<file path="src/rtl/mem_bus_fabric.sv">
// mem_bus_fabric
//   Memory-mapped interconnect between one picorv32-style native memory master
//   and up to NUM_SLAVES slaves. Decodes a region index from the address and
//   drives a registered one-hot slave select. It also drives a single-cycle
//   start pulse and write strobe toward the slave.
//   A transaction completes in one of three ways:
//     - after a fixed number of wait cycles (fixed mode);
//     - when the slave raises slv_ready (handshake mode);
//     - when a handshake times out or the address is unmapped. These error
//       completions return ERR_DATA and set the sticky err flag.
//
// Ports
//   clk, rst_n        clock, synchronous active-low reset
//   mem_valid/addr/wdata/wstrb   master request (wstrb==0 means read)
//   mem_ready, mem_rdata         registered completion pulse and read data
//   slv_sel           one-hot select, high while the transaction is BUSY
//   slv_start         one-cycle pulse on the first BUSY cycle
//   slv_wstrb         write strobes, first BUSY cycle only
//   slv_wdata         write data pass-through
//   slv_ready         per-slave done (handshake-mode slaves only)
//   slv_rdata         flattened slave read data, slave i at [32i+31:32i]
//   err, err_addr     sticky error flag and address of the latest errored access
//   err_clr           clears err (a coincident new error wins)
module mem_bus_fabric #(
   parameter int                        NUM_SLAVES = 8,
   parameter int                        SEL_LSB    = 12,
   parameter int                        SEL_BITS   = 4,
   parameter logic [4*NUM_SLAVES-1:0]   SLAVE_LAT  = {NUM_SLAVES{4'd1}},
   parameter int                        TIMEOUT    = 255,
   parameter int                        TIMEOUT_W  = 8,
   parameter logic [31:0]               ERR_DATA   = 32'hDEADBEEF
) (
   input  logic                         clk,
   input  logic                         rst_n,
   input  logic                         mem_valid,
   input  logic [31:0]                  mem_addr,
   input  logic [31:0]                  mem_wdata,
   input  logic [3:0]                   mem_wstrb,
   output logic                         mem_ready,
   output logic [31:0]                  mem_rdata,
   output logic [NUM_SLAVES-1:0]        slv_sel,
   output logic [NUM_SLAVES-1:0]        slv_start,
   output logic [3:0]                   slv_wstrb,
   output logic [31:0]                  slv_wdata,
   input  logic [NUM_SLAVES-1:0]        slv_ready,
   input  logic [32*NUM_SLAVES-1:0]     slv_rdata,
   output logic                         err,
   output logic [31:0]                  err_addr,
   input  logic                         err_clr
);

   localparam int IDX_W = (NUM_SLAVES > 1) ? $clog2(NUM_SLAVES) : 1;
   localparam logic [NUM_SLAVES-1:0][3:0] LAT_ARR = SLAVE_LAT;

   typedef enum logic [1:0] {IDLE, BUSY, RESP} state_t;

   state_t                       state;
   logic [IDX_W-1:0]             slot;    // latched slave index of the transaction
   logic                         hs;      // latched: slave completes by handshake
   logic [TIMEOUT_W-1:0]         cnt;

   logic [SEL_BITS-1:0]          dec_idx;
   logic [IDX_W-1:0]             dec_slot;
   logic                         dec_mapped;
   logic                         dec_hs;
   logic [NUM_SLAVES-1:0]        dec_oh;
   logic [NUM_SLAVES-1:0][31:0]  rdata_arr;

   assign rdata_arr  = slv_rdata;
   assign slv_wdata  = mem_wdata;

   assign dec_idx    = mem_addr[SEL_LSB+SEL_BITS-1:SEL_LSB];
   assign dec_slot   = dec_idx[IDX_W-1:0];
   assign dec_mapped = (32'(dec_idx) < NUM_SLAVES);
   // Only meaningful when dec_mapped; unmapped indices never reach BUSY.
   assign dec_hs     = (LAT_ARR[dec_slot] == 4'd0);

   for (genvar i = 0; i < NUM_SLAVES; i++) begin : g_dec
      assign dec_oh[i] = dec_mapped && (dec_slot == IDX_W'(i));
   end

   always_ff @(posedge clk) begin
      if (!rst_n) begin
         state     <= IDLE;
         slot      <= '0;
         hs        <= 1'b0;
         cnt       <= '0;
         mem_ready <= 1'b0;
         mem_rdata <= '0;
         slv_sel   <= '0;
         slv_start <= '0;
         slv_wstrb <= '0;
         err       <= 1'b0;
         err_addr  <= '0;
      end else begin
         // Pulses default low; any error set below overrides err_clr.
         mem_ready <= 1'b0;
         slv_start <= '0;
         slv_wstrb <= '0;
         if (err_clr) err <= 1'b0;

         unique case (state)
            IDLE: begin
               if (mem_valid) begin
                  if (dec_mapped) begin
                     slot      <= dec_slot;
                     hs        <= dec_hs;
                     cnt       <= dec_hs ? '0 : TIMEOUT_W'(LAT_ARR[dec_slot]);
                     slv_sel   <= dec_oh;
                     slv_start <= dec_oh;
                     slv_wstrb <= mem_wstrb;
                     state     <= BUSY;
                  end else begin
                     // Unmapped: no slave sees the access, writes are dropped.
                     mem_rdata <= ERR_DATA;
                     err       <= 1'b1;
                     err_addr  <= mem_addr;
                     mem_ready <= 1'b1;
                     state     <= RESP;
                  end
               end
            end
            BUSY: begin
               if (hs) begin
                  cnt <= cnt + 1'b1;
                  if (slv_ready[slot]) begin
                     mem_rdata <= rdata_arr[slot];
                     mem_ready <= 1'b1;
                     slv_sel   <= '0;
                     state     <= RESP;
                  end else if (cnt == TIMEOUT_W'(TIMEOUT - 1)) begin
                     mem_rdata <= ERR_DATA;
                     err       <= 1'b1;
                     err_addr  <= mem_addr;
                     mem_ready <= 1'b1;
                     slv_sel   <= '0;
                     state     <= RESP;
                  end
               end else begin
                  cnt <= cnt - 1'b1;
                  if (cnt == TIMEOUT_W'(1)) begin
                     mem_rdata <= rdata_arr[slot];
                     mem_ready <= 1'b1;
                     slv_sel   <= '0;
                     state     <= RESP;
                  end
               end
            end
            RESP: begin
               // mem_valid may still be high for the finished request; ignore it.
               state <= IDLE;
            end
            default: state <= IDLE;
         endcase
      end
   end

endmodule

</file>
<file path="config.mk">
export PLATFORM = sky130hd
export DESIGN_NAME = mem_bus_fabric
export DESIGN_NICKNAME = d
export VERILOG_FILES = /design/src/rtl/mem_bus_fabric.sv
export SDC_FILE = /design/constraint.sdc
export NUM_CORES = 1
export LEC_CHECK = 0
export BUFFER_PORTS_ARGS = -buffer_cell sky130_fd_sc_hd__buf_2
export CORE_AREA = 2 2 178 180
export CTS_CLUSTER_DIAMETER = 120
export CTS_CLUSTER_SIZE = 8
export DETAILED_ROUTE_END_ITERATION = 12
export DIE_AREA = 0 0 180 182
export SLEW_MARGIN = 20
export SYNTH_ARGS = -nofsm -noshare
export SYNTH_HDL_FRONTEND = slang
export SYNTH_SLANG_ARGS = --single-unit
</file>
<file path="constraint.sdc">
create_clock -name clk -period 2.2 [get_ports clk]
set_input_delay 0.44 -clock clk [delete_from_list [all_inputs] [get_ports clk]]
set_output_delay 0.44 -clock clk [all_outputs]
set_load 0.02 [all_outputs]
</file>
=== Yosys cells after proc, flatten, opt, wreduce, memory -nomap -nowiden ===
Memories as Yosys holds them, arrays and structs flattened.
Index checks and enable logic that the tools add are counted.

* Bits in read-only memories: 32
* Memories: 1
* Flip-flop bits (word level): 100

* Equality and inequality tests: 18
* Muxes and demuxes: 51
* Magnitude comparators: 3
* $add $sub $neg: 2
* Reduce and logical (&&, ||, !) cells: 19

{| class="wikitable"
|+ Memory list
! name !! words !! bits a word !! read ports !! clocked after Yosys merged registers in !! write ports !! line !! text
|-
| (name not given) || 8 || 4 || 1 || 0 || 0 || 108 || <nowiki>cnt <= dec_hs ? '0 : TIMEOUT_W'(LAT_ARR[dec_slot]);</nowiki>
|}

{| class="wikitable"
|+ Operators by type and width
! kind !! count
|-
| 32-bit two-way mux || 12
|-
| 32-bit case mux with 2 select lines || 2
|-
| 32-bit binary-select mux with 3-bit select || 1
|-
| 8-bit two-way mux || 9
|-
| 8-bit case mux with 2 select lines || 2
|-
| 1-bit two-way mux || 13
|-
| 3-bit == test, second input constant || 4
|-
| 2-bit two-way mux || 6
|-
| 2-bit != test, second input constant || 6
|-
| 5-bit AND reduction || 2
|-
| 3-bit AND reduction || 3
|-
| 8-bit by 1-bit adder with 8-bit output, second input constant || 1
|-
| 8-bit by 1-bit == test with 1-bit output, second input constant || 1
|-
| 8-bit == test, second input constant || 1
|-
| 1-bit logical AND || 8
|-
| 3-bit by 4-bit less-than comparator with 1-bit output, second input constant || 2
|-
| 4-bit two-way mux || 2
|-
| 8-bit by 1-bit subtractor with 8-bit output, second input constant || 1
|-
| 3-bit by 2-bit == test with 1-bit output, second input constant || 2
|-
| 6-bit AND reduction || 1
|-
| 4-bit logical NOT || 1
|-
| 4-bit less-than comparator, second input constant || 1
|-
| 4-bit != test, second input constant || 1
|-
| 1-bit case mux with 2 select lines || 2
|-
| 9 further kinds || 9
|}

=== Longest topological paths before layout ===
Gate-level depths: netlist (run 1).

* Word-level depth: 7
* Depth in mapped cells: 8
* Depth with buffers taken out: 6

=== Least setup slack after synthesis (run 1) ===
Ideal clock, no wire load.

* Path type: flip-flop to flip-flop
* Start: reg cnt[2]
* End: reg mem_rdata[0]
* Library setup time: 124 ps
* Data arrival time: 1720 ps
* Slack: 356 ps
* Cell stages (with the launch flop): 6
* Buffers on the path: 2
* Cell sequence: dfxtp_1 -> or4_4 -> nor4_4 -> buf_6 -> buf_6 -> a21oi_1

* Longest elaborated chain between the ends: 3

{| class="wikitable"
|+ RTL lines
! item !! line !! text
|-
| start: declaration || 60 || <nowiki>logic [TIMEOUT_W-1:0] cnt;</nowiki>
|-
| start signal: assignment || 108 ||
|-
| start signal: assignment || 125 || <nowiki>cnt <= cnt + 1'b1;</nowiki>
|-
| start signal: assignment || 140 || <nowiki>cnt <= cnt - 1'b1;</nowiki>
|-
| 8-bit == test or 8-bit by 1-bit == test with 1-bit output (tied branches) || 131, 141 ||
|-
| 4-bit != test (no line) or 3-bit != test (tied branches) || -- ||
|-
| 5-bit AND reduction (no line) * || -- ||
|-
| end signal: assignment || 127 || <nowiki>mem_rdata <= rdata_arr[slot];</nowiki>
|-
| end signal: assignment || 142 || <nowiki>mem_rdata <= rdata_arr[slot];</nowiki>
|-
| end: declaration || 40 || <nowiki>output logic [31:0] mem_rdata,</nowiki>
|}

Mark *: on every way between the ends. The rest lies on a longest branch, timed or not.
A chain may end at the register's enable or synchronous reset.

=== Final worst setup path (run 1) ===
* Start: reg cnt[2]
* End: reg mem_rdata[20]

The elaborated chain is that of the path after synthesis.

==> results of run 1 <==
==> registers in the layout (all words and copies together) (netlist names), 2 cells and up <==
name       cells
slv_start      8
cnt            8
state          2
slot           3
slv_wstrb      4
slv_sel        8
mem_rdata     32
err_addr      32
==> worst max-delay path, stage by stage, from the launching register on <==
cell and delay, ns:
dfxtp_1 0.37, or4_4 0.58, nor4_4 0.36, buf_4 0.26, nand2_2 0.13, o22ai_1 0.21
==> power by group through the flow <==
stage               registers [mW]  clock network, mW  logic [mW]
global route                  1.99               1.80        1.28
global placement              2.02                  0        1.18
floorplan                     2.10                  0       0.657
CTS                           1.98               1.74        1.20
finish                        1.98               1.64        1.18
detailed placement            2.02                  0        1.19
==> layer usage <==
| layer | part of all wire [%] | up-vias | track usage (%) |
|---|---|---|---|
| met5 | 0.20 | - | 0 |
| met4 | 1.5 | 6 | 3.06 |
| met3 | 7.8 | 27 | 4.25 |
| met2 | 49 | 266 | 22.2 |
| met1 | 42 | 2564 | 16.1 |
| li1 | - | 2585 | - |
==> synth_stat cells <==
| library cell | count |
|---|---|
| and2_1 | 2 |
| buf_4 | 32 |
| nor2b_1 | 5 |
| mux2i_1 | 35 |
| nor4_1 | 3 |
| o2111ai_1 | 3 |
| o31ai_1 | 25 |
| nand2_1 | 65 |
| a21boi_0 | 32 |
| a21oi_1 | 27 |
| nor3b_1 | 1 |
| nand2b_1 | 6 |
| nand3b_1 | 1 |
| buf_1 | 1 |
| xor2_1 | 4 |
| ha_1 | 2 |
| o22ai_1 | 8 |
| a21o_1 | 8 |
| nor2_1 | 11 |
| inv_1 | 3 |
| buf_6 | 5 |
| o211ai_1 | 2 |
| a31oi_1 | 1 |
| nand3_1 | 9 |
| nor4b_1 | 1 |
| nor4_4 | 1 |
| mux4_2 | 64 |
| nand2_2 | 1 |
| and3_1 | 4 |
| o21a_1 | 4 |
| o21ai_0 | 3 |
| or4_1 | 1 |
| clkbuf_1 | 27 |
| or4_4 | 1 |
| buf_2 | 13 |
| dfxtp_1 | 99 |
| nor3_1 | 4 |
| or3_1 | 1 |
| nor2_2 | 1 |
==> cell families (layout without fill, tap and decap cells) <==
logic type / Yosys count / in the layout / share of synthesized area (%)
AO/OA/AOI/OAI: 113 / 113 / 13.6
multiplexers: 99 / 99 / 31.8
other: 0 / 1 / 0
AND/OR/NAND/NOR: 118 / 118 / 9.90
flip-flops: 99 / 99 / 35.2
buffers and inverters: 81 / 421 / 8.48
adder cells (fa/ha/maj): 2 / 2 / 0.444
XOR/XNOR: 4 / 4 / 0.622
==> worst max path at each step <==
stage	end	from	slack, ns
floorplan	mem_rdata[0]	cnt[2]	0.36
CTS	mem_rdata[20]	cnt[2]	0.14
detailed placement	mem_rdata[24]	cnt[2]	0.18
finish	mem_rdata[20]	cnt[2]	0.18
global route	mem_rdata[20]	cnt[2]	0.02
global placement	mem_rdata[29]	cnt[2]	0.20
==> per-stage QoR <==
step / worst slack (ns) / utilization, % / power [mW]
floorplan: 0.356 / - / 2.76
global placement: 0.196 / 25.3 / 3.20
detailed placement: 0.177 / 25.3 / 3.21
CTS: 0.136 / 26.2 / 4.91
global route: 0.0238 / 26.2 / 5.07
finish: 0.184 / 26.2 / 4.79
==> area by class of cell <==
type / instances / area, sq um
Inverter: 3 / 11.3
Tap cell: 402 / 503
Clock buffer: 11 / 243
Timing Repair Buffer: 402 / 2140
Sequential cell: 99 / 1990
Multi-Input combinational cell: 336 / 3180
Fill cell: 3292 / 22900
Antenna cell: 1 / 2.50
Clock inverter: 5 / 53.8
==> results.cfg, run 1 <==
[grt]
antenna_found_initial = 3
grt_usage_pct = 13.1
gr-total-overflow = 0
grt_pass1_wl_microns = 32600
grt_pass1_vias = 5479
grt_max_degree = 66

[yosys]
post_synth_inst_count = 516
synth.distinct_cells = 39
synth_area_per_cell_sq_um = 10.9
synth.cell_area_sq_mm = 0.00564
synth_seq_cells = 99
yosysSeqAreaShare_pct = 35.2
synth_top_area_share_pct = 35.2
yosysWarnings = 0
synth_top_area_cell = dfxtp_1
ys_top_cells_by_area = dfxtp_1 35%, mux4_2 26%, mux2i_1 6.2%
synth_nets = 854

[route]
avgRoutedWirePerCell_microns = 17.5
dr.pass1.iters = 4
viasPerCell = 4.33
vias = 5448
ant_nets = 0
post-route-drc-count = 0
drtIter0Drc = 194
drt_wl_total_microns = 22100

[power]
p_per_area_mw_per_mm2 = 589
p_leak_nw = 3.64
clock_power_share_pct = 34.1
swShare_pct = 30.3
switching_power_mw = 1.45
ir_drop_mv = 0.350
p_seq_share_pct = 41.3
p_comb_share_pct = 24.6
p_int_mw = 3.34

[timing]
setup_viol = 0
fmax_mhz = 496
fin_crit_ns = 2.02
whs_ns = 0.327
rsz0062_at_grt = false
fin_crit_sh_pct = 91.7
slew_viol_final = 0
tightest_slew_ns = 0.654
fin_setup_tns_ns = 0
timing.slew.headroom_pct = 56.4
hold_viol = 0
fin_skew_ns = 0.0196

[floorplanning]
die_width_microns = 180
coreArea_sq_mm = 0.0310
row_count = 65
dieArea_sq_mm = 0.0328
ios = 454
initial_core_util_pct = 18.2
die_h_microns = 182

[min_path]
min_path_type = input pin to flip-flop
min-delay-start = mem_wstrb[3]
min_to = slv_wstrb[3]
hold_path_depth = 2

[layout]
mostFrequentLayoutCell = buf_2
drive_above_1_share_pct = 57.2
nets = 1189
fin_cells = 1259
design_area_sq_mm = 0.00813
area_growth_syn_to_layout_pct = 44.2
mostFrequentLayoutCells = 381 x buf_2, 96 x dfxtp_1, 65 x nand2_1

[setup_path]
crit_type = flip-flop to flip-flop
r2r-start = cnt[2]
cp.required_ns = 2.46
ff2ff_setup_slack_ns = 0.18
startpoint_type = flip-flop
cp_max_fo = 11
end_kind = flip-flop
worstPathArrival_ns = 2.28
r2r_cells = 5
reg2reg_to = mem_rdata[20]

[cts]
cts-resized-gates = 0
cts_buffer_depth = 2
tritoncts = yes
root_buffer = clkbuf_16
cts_max_level = 3
cts_hold_buffers = 0
clk_latency_ns = 0.36
cts.sinks = 99
postCtsSetupBuffers = 0
clk_pin_slew_worst_paths_ns = 0.09
numCtsBuffers = 9

[placement]
port_buffers = 381
dp_hpwl_microns = 18000
postPlaceCellArea_sq_mm = 0.00783
dp_cells = 1242
gp_congestion = 0.831

[flow_run]
cap_violations = 0

[run_status]
status = completed
No activity file was read; power rests on OpenSTA's default activity.
==> inputs of run 2 (changes only) <==
Settings changed: REMOVE_ABC_BUFFERS set to 1.
==> run 2 against run 1 <==
  * Wire length grew 5.8%
  * Die area stayed put
  * Non-clock buffer count is 8 higher
  * Final cell count increased by 0.56%
  * Combinational power hardly changed
  * Sequential power about the same
  * Via count increased by 1.8%
  * Critical path depth did not move
  * Highest routed layer unchanged
  * Sequential cell count stayed put
  * First-iteration DRC count fell by 14%
  * Maximum frequency is 0.40% lower
==> results.cfg, run 2 (synthesis gave the netlist of run 1 again) <==
[run_status]
status = completed

[grt]
grt_max_degree = 59
grt_usage_pct = 14.0
grt_pass1_wl_microns = 34400
antenna_found_initial = 1
grt_pass1_vias = 5844
gr-total-overflow = 0

[setup_path]
cp_slowest_cell = or4_4
crit_type = flip-flop to flip-flop
slowest_delay_ns = 0.58
crit_path_cell_trace = or4_4 -> nor4_4 -> buf_12 -> nand2_2 -> o22ai_1
critical-path-top-delay-family = simple AND/OR/NAND/NOR gates
end_kind = flip-flop
ff2ff_setup_slack_ns = 0.18
cp_max_fo = 34
cp.required_ns = 2.48
cp_num_buf_inv = 1
worstPathArrival_ns = 2.31
startpoint_type = flip-flop

[layout]
area_growth_syn_to_layout_pct = 46.2
reg_top3 = err_addr (32), mem_rdata (32)
mostFrequentLayoutCells = 381 x buf_2, 96 x dfxtp_1, 65 x nand2_1
multi_input_area_sq_mm = 0.00318
nets = 1197
n_fill_cell = 3313
drive_above_1_share_pct = 57.8
seq_area_sq_mm = 0.00199
design_area_sq_mm = 0.00824
mostFrequentLayoutCell = buf_2
diodes = 0

[floorplanning]
dieArea_sq_mm = 0.0328
die_width_microns = 180
ios = 454
initial_core_util_pct = 18.2
row_count = 65
coreArea_sq_mm = 0.0310
die_h_microns = 182

[route]
vias = 5548
highest_layer = met5
drt_wl_total_microns = 23300
wl_met3_microns = 3570
ant_nets = 0
route.met2.wl_microns = 10800
wl_met1_microns = 8370
avgRoutedWirePerCell_microns = 18.4
viasPerCell = 4.38
dr.pass1.iters = 4
drtIter0Drc = 167
post-route-drc-count = 0

[cts]
cts.sinks = 99
tritoncts = yes
cts_hold_buffers = 0
cts-resized-gates = 0
clk_latency_ns = 0.35
cts_max_level = 3
root_buffer = clkbuf_16
cts_buffer_depth = 2
postCtsSetupBuffers = 0
clk_pin_slew_worst_paths_ns = 0.08
numCtsBuffers = 9

[power]
p_leak_nw = 3.70
p_per_area_mw_per_mm2 = 600
ir_drop_mv = 0.315

[min_path]
min_path_type = input pin to flip-flop

[timing]
fin_skew_ns = 0.0108
whs_ns = 0.327
slew_viol_final = 0
tightest_slew_ns = 0.635
fin_crit_ns = 2.02
fmax_mhz = 494
setup_viol = 0
timing.slew.headroom_pct = 57.7
fin_crit_sh_pct = 92.0
hold_viol = 0
rsz0062_at_grt = false

[placement]
port_buffers = 381
gp_congestion = 0.867
postPlaceCellArea_sq_mm = 0.00791
dp_hpwl_microns = 19100

[flow_run]
cap_violations = 0
-- run 2: changes by cell type in the layout (fill, tap and decap cells not counted), sizes merged --
cell	change
buf	+8
bufinv	+2
clkbuf	-2
clkinvlp	+2
diode	-1
inv	-2
-- run 2: final timing paths --
| kind | cells past startpoint | end | from |
|---|---|---|---|
| worst min register to register | 1 | slv_sel[2] | slv_sel[2] |
| worst max-delay path | 5 | mem_rdata[8] | cnt[2] |
| worst min-delay path | 3 | err_addr[2] | mem_addr[2] |
| worst max register to register | 5 | mem_rdata[8] | cnt[2] |
-- run 2: worst reg2reg max path, stage by stage (launching register included) --
cell and delay, ns:
dfxtp_1 0.37, or4_4 0.58, nor4_4 0.38, buf_12 0.25, nand2_2 0.19, o22ai_1 0.20
-- run 2: area by class of cell --
| class | count | share of cell area (%) |
|---|---|---|
| well taps | 402 | 6.11 |
| clock inverters | 7 | 1.22 |
| clock buffers | 9 | 2.73 |
| flip-flops and latches | 99 | 24.2 |
| repair buffers | 410 | 27.0 |
| inverters | 3 | 0.137 |
| multi-input cells | 336 | 38.6 |
-- run 2: report_power, final --
part	switching, mW	internal [mW]
logic	0.551	0.615
clock network	0.780	1.01
registers	0.0906	1.90
total	1.42	3.52
-- run 2: stage by stage --
step                      setup slack (ns)  TNS (ns)  util (%)  total power, mW  instances
after global routing                0.0431         0      26.6             5.21       1266
after detailed placement            0.0935         0      25.5             3.21       1250
final                                0.175         0      26.6             4.94       1266
after global placement               0.157         0      25.5             3.19       1250
after CTS                           0.0924         0      26.6             5.04       1266
after floorplan                      -1.63    -60.72         -             2.65        438
-- run 2: routing by layer --
metal / GRT usage [%] / vias up
met3: 9.41 / 27
li1: - / 2594
met1: 14.2 / 2603
met4: 3.35 / 6
met5: 6.81 / -
met2: 22.9 / 318
